===== src/rtl/crossing_request_scheduler.sv =====
// Pedestrian crossing request scheduler.
// Latches button requests, enforces minimum road green and a vehicle gap before
// granting, forces a grant after a bounded wait, and handshakes a level start
// request against the crossing controller's busy flag.
// Optional: define SCHED_SERVE_COUNT_EN to add the saturating serve_count output.
module crossing_request_scheduler #(
    parameter int unsigned TICK_DIV    = 50_000_000,
    parameter int unsigned MIN_GREEN_T = 10,
    parameter int unsigned GAP_T       = 3,
    parameter int unsigned MAX_WAIT_T  = 30,
    parameter int unsigned ACK_TO_T    = 2
) (
    input  logic       clk,
    input  logic       rst,
    input  logic       ped_req,
    input  logic       road_det,
    input  logic       ctrl_busy,
    output logic       ped_start,
    output logic       req_pending,
    output logic       ack_fault,
`ifdef SCHED_SERVE_COUNT_EN
    output logic [7:0] serve_count,
`endif
    output logic [1:0] sched_state
);

    typedef enum logic [1:0] {
        StGreen   = 2'd0,
        StPending = 2'd1,
        StGrant   = 2'd2,
        StServing = 2'd3
    } state_e;

    state_e      state_q, state_d;
    logic        ack_fault_q, ack_fault_d;
    logic        road_meta_q, road_det_s_q;
    logic [31:0] presc_q, presc_d;
    logic [31:0] green_cnt_q, green_cnt_d;
    logic [31:0] gap_cnt_q, gap_cnt_d;
    logic [31:0] wait_cnt_q, wait_cnt_d;
    logic [31:0] ack_cnt_q, ack_cnt_d;
    logic        tick;
    logic        grant_ok;

    // Counters hold at their limit instead of wrapping.
    function automatic logic [31:0] sat_inc(input logic [31:0] v, input logic [31:0] lim);
        return (v >= lim) ? v : v + 32'd1;
    endfunction

    assign tick     = (presc_q == TICK_DIV - 1);
    assign grant_ok = (green_cnt_q >= MIN_GREEN_T) &&
                      ((gap_cnt_q >= GAP_T) || (wait_cnt_q >= MAX_WAIT_T));

    // Next-state decode and sticky acknowledge fault.
    always_comb begin
        state_d     = state_q;
        ack_fault_d = ack_fault_q;
        case (state_q)
            StGreen: begin
                if (ped_req) state_d = StPending;
            end
            StPending: begin
                if (grant_ok) state_d = StGrant;
            end
            StGrant: begin
                // A busy controller wins over a timeout expiring in the same cycle.
                if (ctrl_busy) begin
                    state_d = StServing;
                end else if (ack_cnt_q >= ACK_TO_T) begin
                    state_d     = StPending;
                    ack_fault_d = 1'b1;
                end
            end
            StServing: begin
                if (!ctrl_busy) state_d = StGreen;
            end
            default: state_d = StGreen;
        endcase
    end

    // Timebase prescaler and tick-driven counters.
    always_comb begin
        presc_d     = tick ? 32'd0 : presc_q + 32'd1;

        green_cnt_d = green_cnt_q;
        if (state_q == StServing && state_d == StGreen) begin
            green_cnt_d = 32'd0;
        end else if (tick && (state_q == StGreen || state_q == StPending)) begin
            green_cnt_d = sat_inc(green_cnt_q, MIN_GREEN_T);
        end

        gap_cnt_d = gap_cnt_q;
        if (road_det_s_q) begin
            gap_cnt_d = 32'd0;
        end else if (tick) begin
            gap_cnt_d = sat_inc(gap_cnt_q, GAP_T);
        end

        wait_cnt_d = wait_cnt_q;
        if (state_q == StGreen && ped_req) begin
            wait_cnt_d = 32'd0;
        end else if (tick && state_q == StPending) begin
            wait_cnt_d = sat_inc(wait_cnt_q, MAX_WAIT_T);
        end

        ack_cnt_d = 32'd0;
        if (state_q == StGrant) begin
            ack_cnt_d = tick ? sat_inc(ack_cnt_q, ACK_TO_T) : ack_cnt_q;
        end
    end

    // State, counters and road detector synchronizer.
    always_ff @(posedge clk) begin
        if (rst) begin
            state_q      <= StGreen;
            ack_fault_q  <= 1'b0;
            road_meta_q  <= 1'b0;
            road_det_s_q <= 1'b0;
            presc_q      <= 32'd0;
            green_cnt_q  <= 32'd0;
            gap_cnt_q    <= 32'd0;
            wait_cnt_q   <= 32'd0;
            ack_cnt_q    <= 32'd0;
        end else begin
            state_q      <= state_d;
            ack_fault_q  <= ack_fault_d;
            road_meta_q  <= road_det;
            road_det_s_q <= road_meta_q;
            presc_q      <= presc_d;
            green_cnt_q  <= green_cnt_d;
            gap_cnt_q    <= gap_cnt_d;
            wait_cnt_q   <= wait_cnt_d;
            ack_cnt_q    <= ack_cnt_d;
        end
    end

`ifdef SCHED_SERVE_COUNT_EN
    logic [7:0] serve_q;

    // Count accepted grants, saturating at 255.
    always_ff @(posedge clk) begin
        if (rst) begin
            serve_q <= 8'd0;
        end else if (state_q == StGrant && ctrl_busy && serve_q != 8'hFF) begin
            serve_q <= serve_q + 8'd1;
        end
    end

    assign serve_count = serve_q;
`endif

    assign ped_start   = (state_q == StGrant);
    assign req_pending = (state_q == StPending) || (state_q == StGrant);
    assign ack_fault   = ack_fault_q;
    assign sched_state = state_q;

endmodule


===== config.mk =====
export PLATFORM = sky130hd
export DESIGN_NAME = crossing_request_scheduler
export DESIGN_NICKNAME = d
export VERILOG_FILES = /design/src/rtl/crossing_request_scheduler.sv
export SDC_FILE = /design/constraint.sdc
export NUM_CORES = 1
export LEC_CHECK = 0
export ABC_AREA = 1
export CAP_MARGIN = 30
export CORE_AREA = 5 5 154 156
export CTS_CLUSTER_DIAMETER = 120
export DETAILED_ROUTE_END_ITERATION = 10
export DIE_AREA = 0 0 159 161
export DONT_BUFFER_PORTS = 1
export PLACE_DENSITY = 0.5
export SYNTH_ARGS = -nofsm -noshare
export SYNTH_HDL_FRONTEND = slang
export SYNTH_SLANG_ARGS = --single-unit

===== constraint.sdc =====
create_clock -name clk -period 2.5 [get_ports clk]
set_input_delay 0.75 -clock clk [delete_from_list [all_inputs] [get_ports clk]]
set_output_delay 0.75 -clock clk [all_outputs]
set_load 0.005 [all_outputs]

== Word level (Yosys, flattened, before mapping) ==
Cells that the tools add are included.

* Word-level logic and storage cells: 54
* Register bits after elaboration: 165

* Reduce and logical (&&, ||, !) cells: 20
* Mux-type cells: 6
* Bitwise logic cells: 6
* $add $sub $neg: 5
* Magnitude comparators: 4
* Eq/ne operators: 4

{| class="wikitable"
|+ Operators with widths
! kind !! number
|-
| adder 32 x 1 -> 32 bit, second input constant || 5
|-
| greater-or-equal comparator 32 x 2 -> 1 bit, second input constant || 2
|-
| == test 32 x 26 -> 1 bit, second input constant || 1
|-
| greater-or-equal comparator 32 x 4 -> 1 bit, second input constant || 1
|-
| greater-or-equal comparator 32 x 5 -> 1 bit, second input constant || 1
|-
| 2-to-1 mux 2 bit || 5
|-
| OR reduction 2 bit || 5
|-
| case mux 2 bit (4 select lines) || 1
|-
| AND reduction 2 bit || 4
|-
| inverter 1 bit || 6
|-
| logical AND 1 bit || 5
|-
| == test 2 bit, second input constant || 2
|-
| zero test 2 bit || 2
|-
| logical OR 1 bit || 3
|-
| AND reduction 3 bit || 1
|-
| == test 2 x 1 -> 1 bit, second input constant || 1
|}

== Depth between registers and ports, before layout ==
Gate-level depths: netlist of the first run.

* Word-level depth: 8
* Gate-level depth with buffers: 16

== Worst setup path before layout of the first run ==
No wires, ideal clock.

* Path type: in2reg
* Start: input rst
* End: register wait_cnt_q[21]
* Path slack: 0.664 ns
* Path buffers: 3
* Cell stages on the path: 6
* Arrival time: 1.710 ns
* Required time: 2.374 ns
* Cells stage by stage: buf_2 > a21oi_1 > inv_1 > clkbuf_1 > buf_1 > nor2_1

* Longest elaborated chain between the ends: 1

{| class="wikitable"
|+ RTL lines
! item !! line !! RTL
|-
| start, declared || 14 || <nowiki>input logic rst,</nowiki>
|-
| OR reduction 2 bit (no line) || n/a ||
|-
| end signal, assigned || 132 || <nowiki>wait_cnt_q <= wait_cnt_d;</nowiki>
|-
| end, declared || 40 || <nowiki>logic [31:0] wait_cnt_q, wait_cnt_d;</nowiki>
|}

No other way between the ends.
A chain may end at the register's enable or synchronous reset.

== Worst setup path after layout of the first run ==
* Start: register state_q[0], in the netlist sched_state[0]
* End: output req_pending

* Longest elaborated chain between the ends: 2

{| class="wikitable"
|+ RTL lines
! item !! line !! RTL
|-
| start, declared || 34 || <nowiki>state_e state_q, state_d;</nowiki>
|-
| start signal, assigned || 115 || <nowiki>state_q <= StGreen;</nowiki>
|-
| start signal, assigned || 125 || <nowiki>state_q <= state_d;</nowiki>
|-
| == test 2 x 1 -> 1 bit or == test 2 bit (tied branches) || 153 || <nowiki>assign req_pending = (state_q == StPending) || (state_q == StGrant);</nowiki>
|-
| logical OR 1 bit * || 153 ||
|-
| end, declared || 19 || <nowiki>output logic req_pending,</nowiki>
|}

Every way passes the cells marked *; elsewhere a longest branch is shown, timed or not.

==> PnR_summary.wiki, run 1 <==
{| class="wikitable"
! Metric !! Value
|-
| Worst voltage drop across the vdd grid || 0.312 mV
|-
| Number of library cell types mapped by synthesis || 36
|-
| Leak pwr || roughly 2.8 nW
|-
| Number of clock sinks || 165
|-
| Category of the critical setup timing path || reg2out
|-
| Final number of max-transition violations || 0
|-
| Worst-case setup slack after placement || between 0.4 and 0.5 ns
|-
| Post-Syn Instances || 820
|-
| Wire length of the first global-routing pass || 19700 um
|-
| Routed length on met1 || between 5000 and 6000 um
|-
| Post-CTS setup buffer count || 0
|-
| Endpoint required time on the critical path || 1.75 ns
|-
| Post-synthesis instance area || 6520 sq um
|-
| Die span in x || 159 um
|-
| R2r worst-path depth || 15
|-
| Count of max-cap constraint violations || 0
|-
| Kind of launch point of the worst setup path || flop
|-
| Final worst path period need || between 2 and 2.5 ns
|-
| Final Hold Violating Endpoints || 0
|-
| Die height || 161 um
|-
| Number of violations reported at the end of detailed-routing iteration 0 || 174
|-
| Worst flop-to-flop path endpoint || green_cnt_q[22]$_SDFFE_PP0P_
|-
| Share of final-layout standard cells stronger than drive strength 1 || 12.7%
|-
| Setup TNS after final layout || 0 ns
|-
| Maximum number of pins on one net before global-route repair || 34
|-
| DRC Markers || 0
|-
| Max_slew headroom || between 50 and 60%
|-
| Timing startpoint of the critical path || sched_state[0]$_SDFF_PP0_
|-
| Average wire length per cell after detail routing || approximately 9.8 um
|-
| Setup violations, final || 0
|-
| Via count of the first global-routing pass || 4381
|-
| Site Rows || 55
|-
| Number of buffers inserted by port buffering || 0
|-
| Master cell of the clock root buffer || clkbuf_16
|-
| Depth of the CTS H-tree || 4
|-
| Number of antenna diodes || 0
|-
| Status || complete, no violations
|-
| Area added between synthesis and finish || 14.2%
|-
| Number of cells in the finished layout apart from fillers || around 1.1k
|-
| Fraction of the yosys area taken by sequential cells || 50.6%
|-
| Number of iterations in the first detailed-routing pass || 4
|-
| Core utilization of the finished layout || 33.5%
|-
| Worst min-delay path endpoint || ack_fault$_SDFFE_PP0P_
|-
| WL met2 || 4770 um
|-
| TritonCTS buffer count || 17
|-
| Initial Util || 29.3%
|-
| Insertion delay to the later sink of the worst-skew pair || between 0.4 and 0.5 ns
|-
| Top Metal Used || met4
|-
| Arrival time of the worst setup path || 1.37 ns
|-
| Clock tree from TritonCTS || yes
|-
| Vias per std cell || roughly 4
|-
| Remaining global-route overflow || 0
|-
| Post-Syn Area per Cell || 7.96 sq um
|-
| Number of register bits inferred by synthesis || about 170
|-
| Timing-limited maximum frequency || 0.471 GHz
|-
| Detail Route Antenna Nets || 0
|-
| Total routing usage reported by global routing || a little under a tenth
|-
| CP endpoint kind || output port
|-
| Number of top-level pins || 10
|-
| Critical path fanouts, max || 5
|-
| RSZ-0062 raised after global routing || false
|-
| Core Box Area || between 20000 and 25000 sq um
|-
| Nets || 846
|-
| Register clock-pin slew on the reported worst setup and hold paths || 0.07 ns
|-
| Via count || 4526
|-
| Cts hold-fix bufs || 0
|-
| Power per cell area || between 700 and 800 nW/um^2
|-
| WL final || 11000 um
|-
| Final Cycle Share || a little over four fifths
|-
| Met3 layer wire length in the routed design || between 400 and 500 um
|-
| Initial antenna violation count || 0
|-
| Half-perimeter wire length of the detailed placement result || 7650 um
|-
| Total Power || between 5 and 6 mW
|-
| Routability congestion estimate from global placement || 0.797
|-
| Crit path setup slack, layout || 0.378 ns
|-
| Cells after DPL || 1095
|-
| Reg-to-reg startpoint || wait_cnt_q[0]$_SDFFE_PP0P_
|-
| CTS-repair resized insts || 0
|-
| Maximum count of clock buffers along a single path || 2
|-
| Cell depth of the worst min-delay path || 1
|-
| Fin Clk Skew || 0.00886 ns
|-
| Number of warning messages in the yosys log || 0
|-
| DIE AREA || 25600 sq um
|-
| Tightest Hold Check Type || in2reg
|-
| Post-Synthesis Net Count || 837
|-
| Least-Margin Pin Slew || 0.608 ns
|-
| Startpoint of the tightest hold check path || rst
|-
| Slack of the worst reg-to-reg path || 0.48 ns
|}
## cells in the mapped netlist
cell type    n  area (sq um)
nor2_1     186           698
inv_1      171           642
dfxtp_1    165          3300
nand2_1     73           274
a21oi_1     30           150
nand3_1     28           140
a21oi_2     21           184
nor3_1      17          85.1
nand4_1     14          87.6
ha_1        12           150
o21ai_0     11          55.1
clkbuf_1     8          30.0
inv_2        8          30.0
nor2_2       8          50.1
buf_6        7          78.8
nand2_2      7          43.8
nor3b_2      6          75.1
xor2_1       6          52.6
nand4_2      4          50.1
a211oi_1     3          22.5
a31oi_1      3          18.8
nor2_4       3          33.8
nor3_2       3          30.0
nor4_1       3          18.8
o21a_1       3          22.5
xnor2_1      3          26.3
buf_2        2          10.0
nand3_2      2          20.0
nand3_4      2          35.0
nand3b_1     2          15.0
nor3_4       2          32.5
nor3b_1      2          15.0
o21ai_1      2          10.0
and2_4       1          8.76
buf_1        1          3.75
nor4_4       1          21.3
## where the power goes
part / internal, mW / total (mW) / switching [mW]
clock: 1.50 / 2.63 / 1.13
combinational: 0.0299 / 0.102 / 0.0717
sequential: 2.64 / 2.64 / 0.00800
total: 4.17 / 5.37 / 1.21
## placed cells by master, fill, tap and decap left out, types with 4 or more instances in the layout
master	count
a21oi_1	30
a21oi_2	21
buf_4	5
clkbuf_16	17
dfxtp_1	165
ha_1	12
inv_1	171
inv_2	8
inv_8	4
nand2_1	73
nand2_2	7
nand3_1	28
nand4_1	14
nand4_2	4
nor2_1	186
nor2_2	8
nor3_1	17
nor3b_2	6
o21ai_0	11
xor2_1	6
## cell families (layout without fill, tap and decap cells)
kind of cell	after synthesis	count (layout)	synth area share, %
fa+ha+maj	12	12	2.30
buf+inv	197	218	12.2
compound gates	73	73	7.10
flops	165	165	50.6
simple gates	364	364	26.6
xor+xnor	9	9	1.21
## metal layers
layer	vias up	track usage, %
li1	2506	-
met1	1983	11.6
met2	27	14.4
met3	10	3.39
met4	0	3.26
met5	-	0
## sequential cells by signal (all words and copies together) (netlist names)
register      count
ack_cnt_q        32
sched_state       2
gap_cnt_q        32
green_cnt_q      32
ack_fault         1
road_meta_q       1
wait_cnt_q       32
presc_q          32
road_det_s_q      1
## area by class of cell
type                            count  area, sq um
Multi-Input combinational cell    458         2430
Tap cell                          285          357
Fill cell                        2366        14800
Clock inverter                     14          168
Timing Repair Buffer                8         97.6
Clock buffer                       17          425
Sequential cell                   165         3300
Inverter                          179          672
## per-stage QoR
| stage | instance area [sq um] | hold WS, ns |
|---|---|---|
| 4_1_cts | 7450 | 0.372 |
| 6_report | 7450 | 0.395 |
| 5_1_grt | 7450 | 0.365 |
| 3_5_place_dp | 6860 | 0.397 |
| 3_3_place_gp | 6860 | 0.392 |
| 2_1_floorplan | 6520 | 0.388 |
## worst max path at each step
| stage | slack (ns) | endpoint |
|---|---|---|
| 5_1_grt | 0.25 | green_cnt_q[22]$_SDFFE_PP0P_ |
| 4_1_cts | 0.33 | req_pending |
| 2_1_floorplan | 0.66 | wait_cnt_q[21]$_SDFFE_PP0P_ |
| 6_report | 0.38 | req_pending |
| 3_5_place_dp | 0.47 | green_cnt_q[25]$_SDFFE_PP0P_ |
| 3_3_place_gp | 0.50 | green_cnt_q[28]$_SDFFE_PP0P_ |
## critical path, cell delays in order, from the launching register on
cell,delay (ns)
dfxtp_1,0.45
inv_1,0.14
ha_1,0.36
Note: power is estimated with default switching activity, not from simulation.
==> run 2: changes to the inputs <==
clock period = 2.25 ns   (was 2.5 ns; I/O delays follow)
==> PnR_summary.wiki, run 2 (same netlist as run 1, synthesis figures left out) <==
{| class="wikitable"
! Metric !! Value
|-
| Routability congestion estimate from global placement || 0.749 (was 0.797)
|-
| WL final || 11000 um (about the same)
|-
| Endpoint required time on the critical path || 1.57 ns (was 1.75 ns)
|-
| Most common library cell in the layout ignoring fill and taps || nor2_1 (unchanged)
|-
| Critical path fanouts, max || 6 (was 5)
|-
| Half-perimeter wire length of the detailed placement result || 7690 um (was 7650 um)
|-
| Die height || 161 um (unchanged)
|-
| Tightest Hold Check Type || in2reg (unchanged)
|-
| Setup TNS after final layout || 0 ns (unchanged)
|-
| Most used cells in the layout excluding fill and tap cells || nor2_1 (185), inv_1 (171), dfxtp_1 (165) (was nor2_1 (186), inv_1 (171), dfxtp_1 (165))
|-
| Cell depth of the worst min-delay path || 1 (unchanged)
|-
| Count of max-cap constraint violations || 0 (unchanged)
|-
| Via count of the first global-routing pass || 4433 (was 4381)
|-
| Vias per std cell || 4.02 (about the same)
|-
| Category of the critical setup timing path || reg2out (unchanged)
|-
| Number of iterations in the first detailed-routing pass || 4 (unchanged)
|-
| Register clock-pin slew on the reported worst setup and hold paths || 0.07 ns (about the same)
|-
| Number of antenna diodes || 0 (unchanged)
|-
| Area added between synthesis and finish || 15.2% (was 14.2%)
|-
| Critical Path Slowest Stage Cell || dfxtp_1 (unchanged)
|-
| Final worst path period need || 2.06 ns
|-
| Number of clock sinks || 165 (unchanged)
|-
| Master cell of the clock root buffer || clkbuf_16 (unchanged)
|-
| Final Hold Violating Endpoints || 0 (unchanged)
|-
| Core Box Area || 22200 sq um (unchanged)
|-
| Power per cell area || 791 nW/um^2 (was 721 nW/um^2)
|-
| Maximum number of pins on one net before global-route repair || 34 (unchanged)
|-
| Kind of launch point of the worst setup path || flop (unchanged)
|-
| DRC Markers || 0 (unchanged)
|-
| Via count || 4546 (was 4526)
|-
| Setup violations, final || 0 (unchanged)
|-
| Clock tree from TritonCTS || yes (unchanged)
|-
| Ordered cell list for the critical path || inv_1 -> ha_1 (unchanged)
|-
| Average wire length per cell after detail routing || 9.73 um (was 9.78 um)
|-
| Cell area after layout || 7520 sq um (was 7450 sq um)
|-
| Arrival time of the worst setup path || 1.39 ns (was 1.37 ns)
|-
| Number of gates on the worst path with buffers counted || 2 (unchanged)
|-
| Number of violations reported at the end of detailed-routing iteration 0 || 218 (was 174)
|-
| Maximum count of clock buffers along a single path || 2 (unchanged)
|-
| Number of buffers inserted by port buffering || 0 (unchanged)
|-
| Initial Util || 29.3% (unchanged)
|-
| Share of final-layout standard cells stronger than drive strength 1 || 13.5% (was 12.7%)
|-
| RSZ-0062 raised after global routing || false (unchanged)
|-
| Timing-limited maximum frequency || 0.485 GHz
|-
| Final number of max-transition violations || 0 (unchanged)
|-
| Family with the most delay on the worst path || flip-flops (unchanged)
|-
| Fin Clk Skew || 0.00702 ns (was 0.00886 ns)
|-
| TritonCTS buffer count || 17 (unchanged)
|-
| Leak pwr || 2.87 nW (was 2.83 nW)
|-
| Final Cycle Share || around nine tenths
|-
| Site Rows || 55 (unchanged)
|-
| DIE AREA || 25600 sq um (unchanged)
|-
| Worst path max stage delay || 0.48 ns (was 0.45 ns)
|-
| Remaining global-route overflow || 0 (unchanged)
|-
| Timing startpoint of the critical path || sched_state[1]$_SDFF_PP0_ (was sched_state[0]$_SDFF_PP0_)
|-
| Wire length of the first global-routing pass || 19700 um (about the same)
|-
| Die span in x || 159 um (unchanged)
|-
| Max_slew headroom || 64.1% (was 59.4%)
|-
| Depth of the CTS H-tree || 4 (unchanged)
|-
| Initial antenna violation count || 0 (unchanged)
|-
| Status || complete, no violations (unchanged)
|-
| Buffer and inverter count on the worst path || 1 (unchanged)
|-
| Nets || 851 (was 846)
|-
| Startpoint of the tightest hold check path || rst (unchanged)
|-
| Detail Route Antenna Nets || 0 (unchanged)
|-
| Insertion delay to the later sink of the worst-skew pair || 0.42 ns (about the same)
|-
| Least-Margin Pin Slew || 0.538 ns (was 0.608 ns)
|-
| Total routing usage reported by global routing || 9.14% (was 9.17%)
|-
| CP endpoint kind || output port (unchanged)
|-
| Worst voltage drop across the vdd grid || 0.303 mV (was 0.312 mV)
|-
| Cell area reported after detailed placement || 6890 sq um (was 6860 sq um)
|-
| Reg-to-reg startpoint || ack_cnt_q[0]$_SDFFE_PP0P_ (was wait_cnt_q[0]$_SDFFE_PP0P_)
|-
| R2r worst-path depth || 15 (unchanged)
|-
| Number of top-level pins || 10 (unchanged)
|}
[run 2: cell types whose count changed in the layout (fill, tap and decap cells not counted), moves of 2 or more]
cell / previous run / this run
buf_4: 5 / 9
clkbuf_8: 0 / 2
clkinv_2: 1 / 3
clkinv_4: 1 / 3
inv_6: 3 / 1
inv_8: 4 / 2
[run 2: path summary, 6_finish.rpt]
kind	slack, ns	end
setup / recovery	0.19	req_pending
setup reg to reg	0.25	green_cnt_q[24]$_SDFFE_PP0P_
hold reg to reg	0.40	road_det_s_q$_SDFF_PP0_
hold / removal	0.32	road_det_s_q$_SDFF_PP0_
[run 2: timing repair]
| action | in CTS | in global routing |
|---|---|---|
| gates resized for setup | 0 | 2 |
| endpoints found under the setup margin | 0 | 33 |
| hold buffers | 0 | 0 |
| buffers inserted | 0 | 0 |
[run 2: layout make-up]
cell class / instances / area, sq um
clock buffer: 19 / 453
inverter: 179 / 672
timing repair buffer: 13 / 153
tap: 285 / 357
fill: 2406 / 14700
multi-input combinational: 458 / 2430
sequential: 165 / 3300
clock inverter: 13 / 148
[run 2: worst reg2reg max path: cells and delay by family (launching register included)]
kind | cells | cell delay (ns)
and+or+nand+nor | 10 | 0.83
DFF | 1 | 0.37
buffers and inverters | 2 | 0.26
AOI/OAI and AO/OA | 2 | 0.23
adders and majority gates | 1 | 0.19
[run 2: metal layers]
layer,vias up,share of wire (%),GRT usage [%]
met3,12,3.7,3.32
met5,-,0,0
met2,33,43,14.1
met1,1978,52,12.0
li1,2523,-,-
met4,0,1.1,2.99
[run 2: power breakdown]
group          switching [mW]  internal, mW  leakage (nW)
Combinational          0.0838        0.0410          1.25
Clock                    1.17          1.71         0.293
Sequential            0.00551          2.93          1.33
[run 2: through the flow]
| step | utilization, % | worst slack [ns] | hold slack, ns | std cells | power (mW) |
|---|---|---|---|---|---|
| after global routing | 33.8 | 0.0114 | 0.292 | 1132 | 6.21 |
| after CTS | 33.7 | 0.151 | 0.298 | 1131 | 6.06 |
| after floorplan | - | 0.458 | 0.388 | 820 | 3.09 |
| final | 33.8 | 0.186 | 0.322 | 1132 | 5.94 |
| after global placement | 31.0 | 0.243 | 0.390 | 1099 | 3.13 |
| after detailed placement | 31.0 | 0.211 | 0.396 | 1099 | 3.13 |
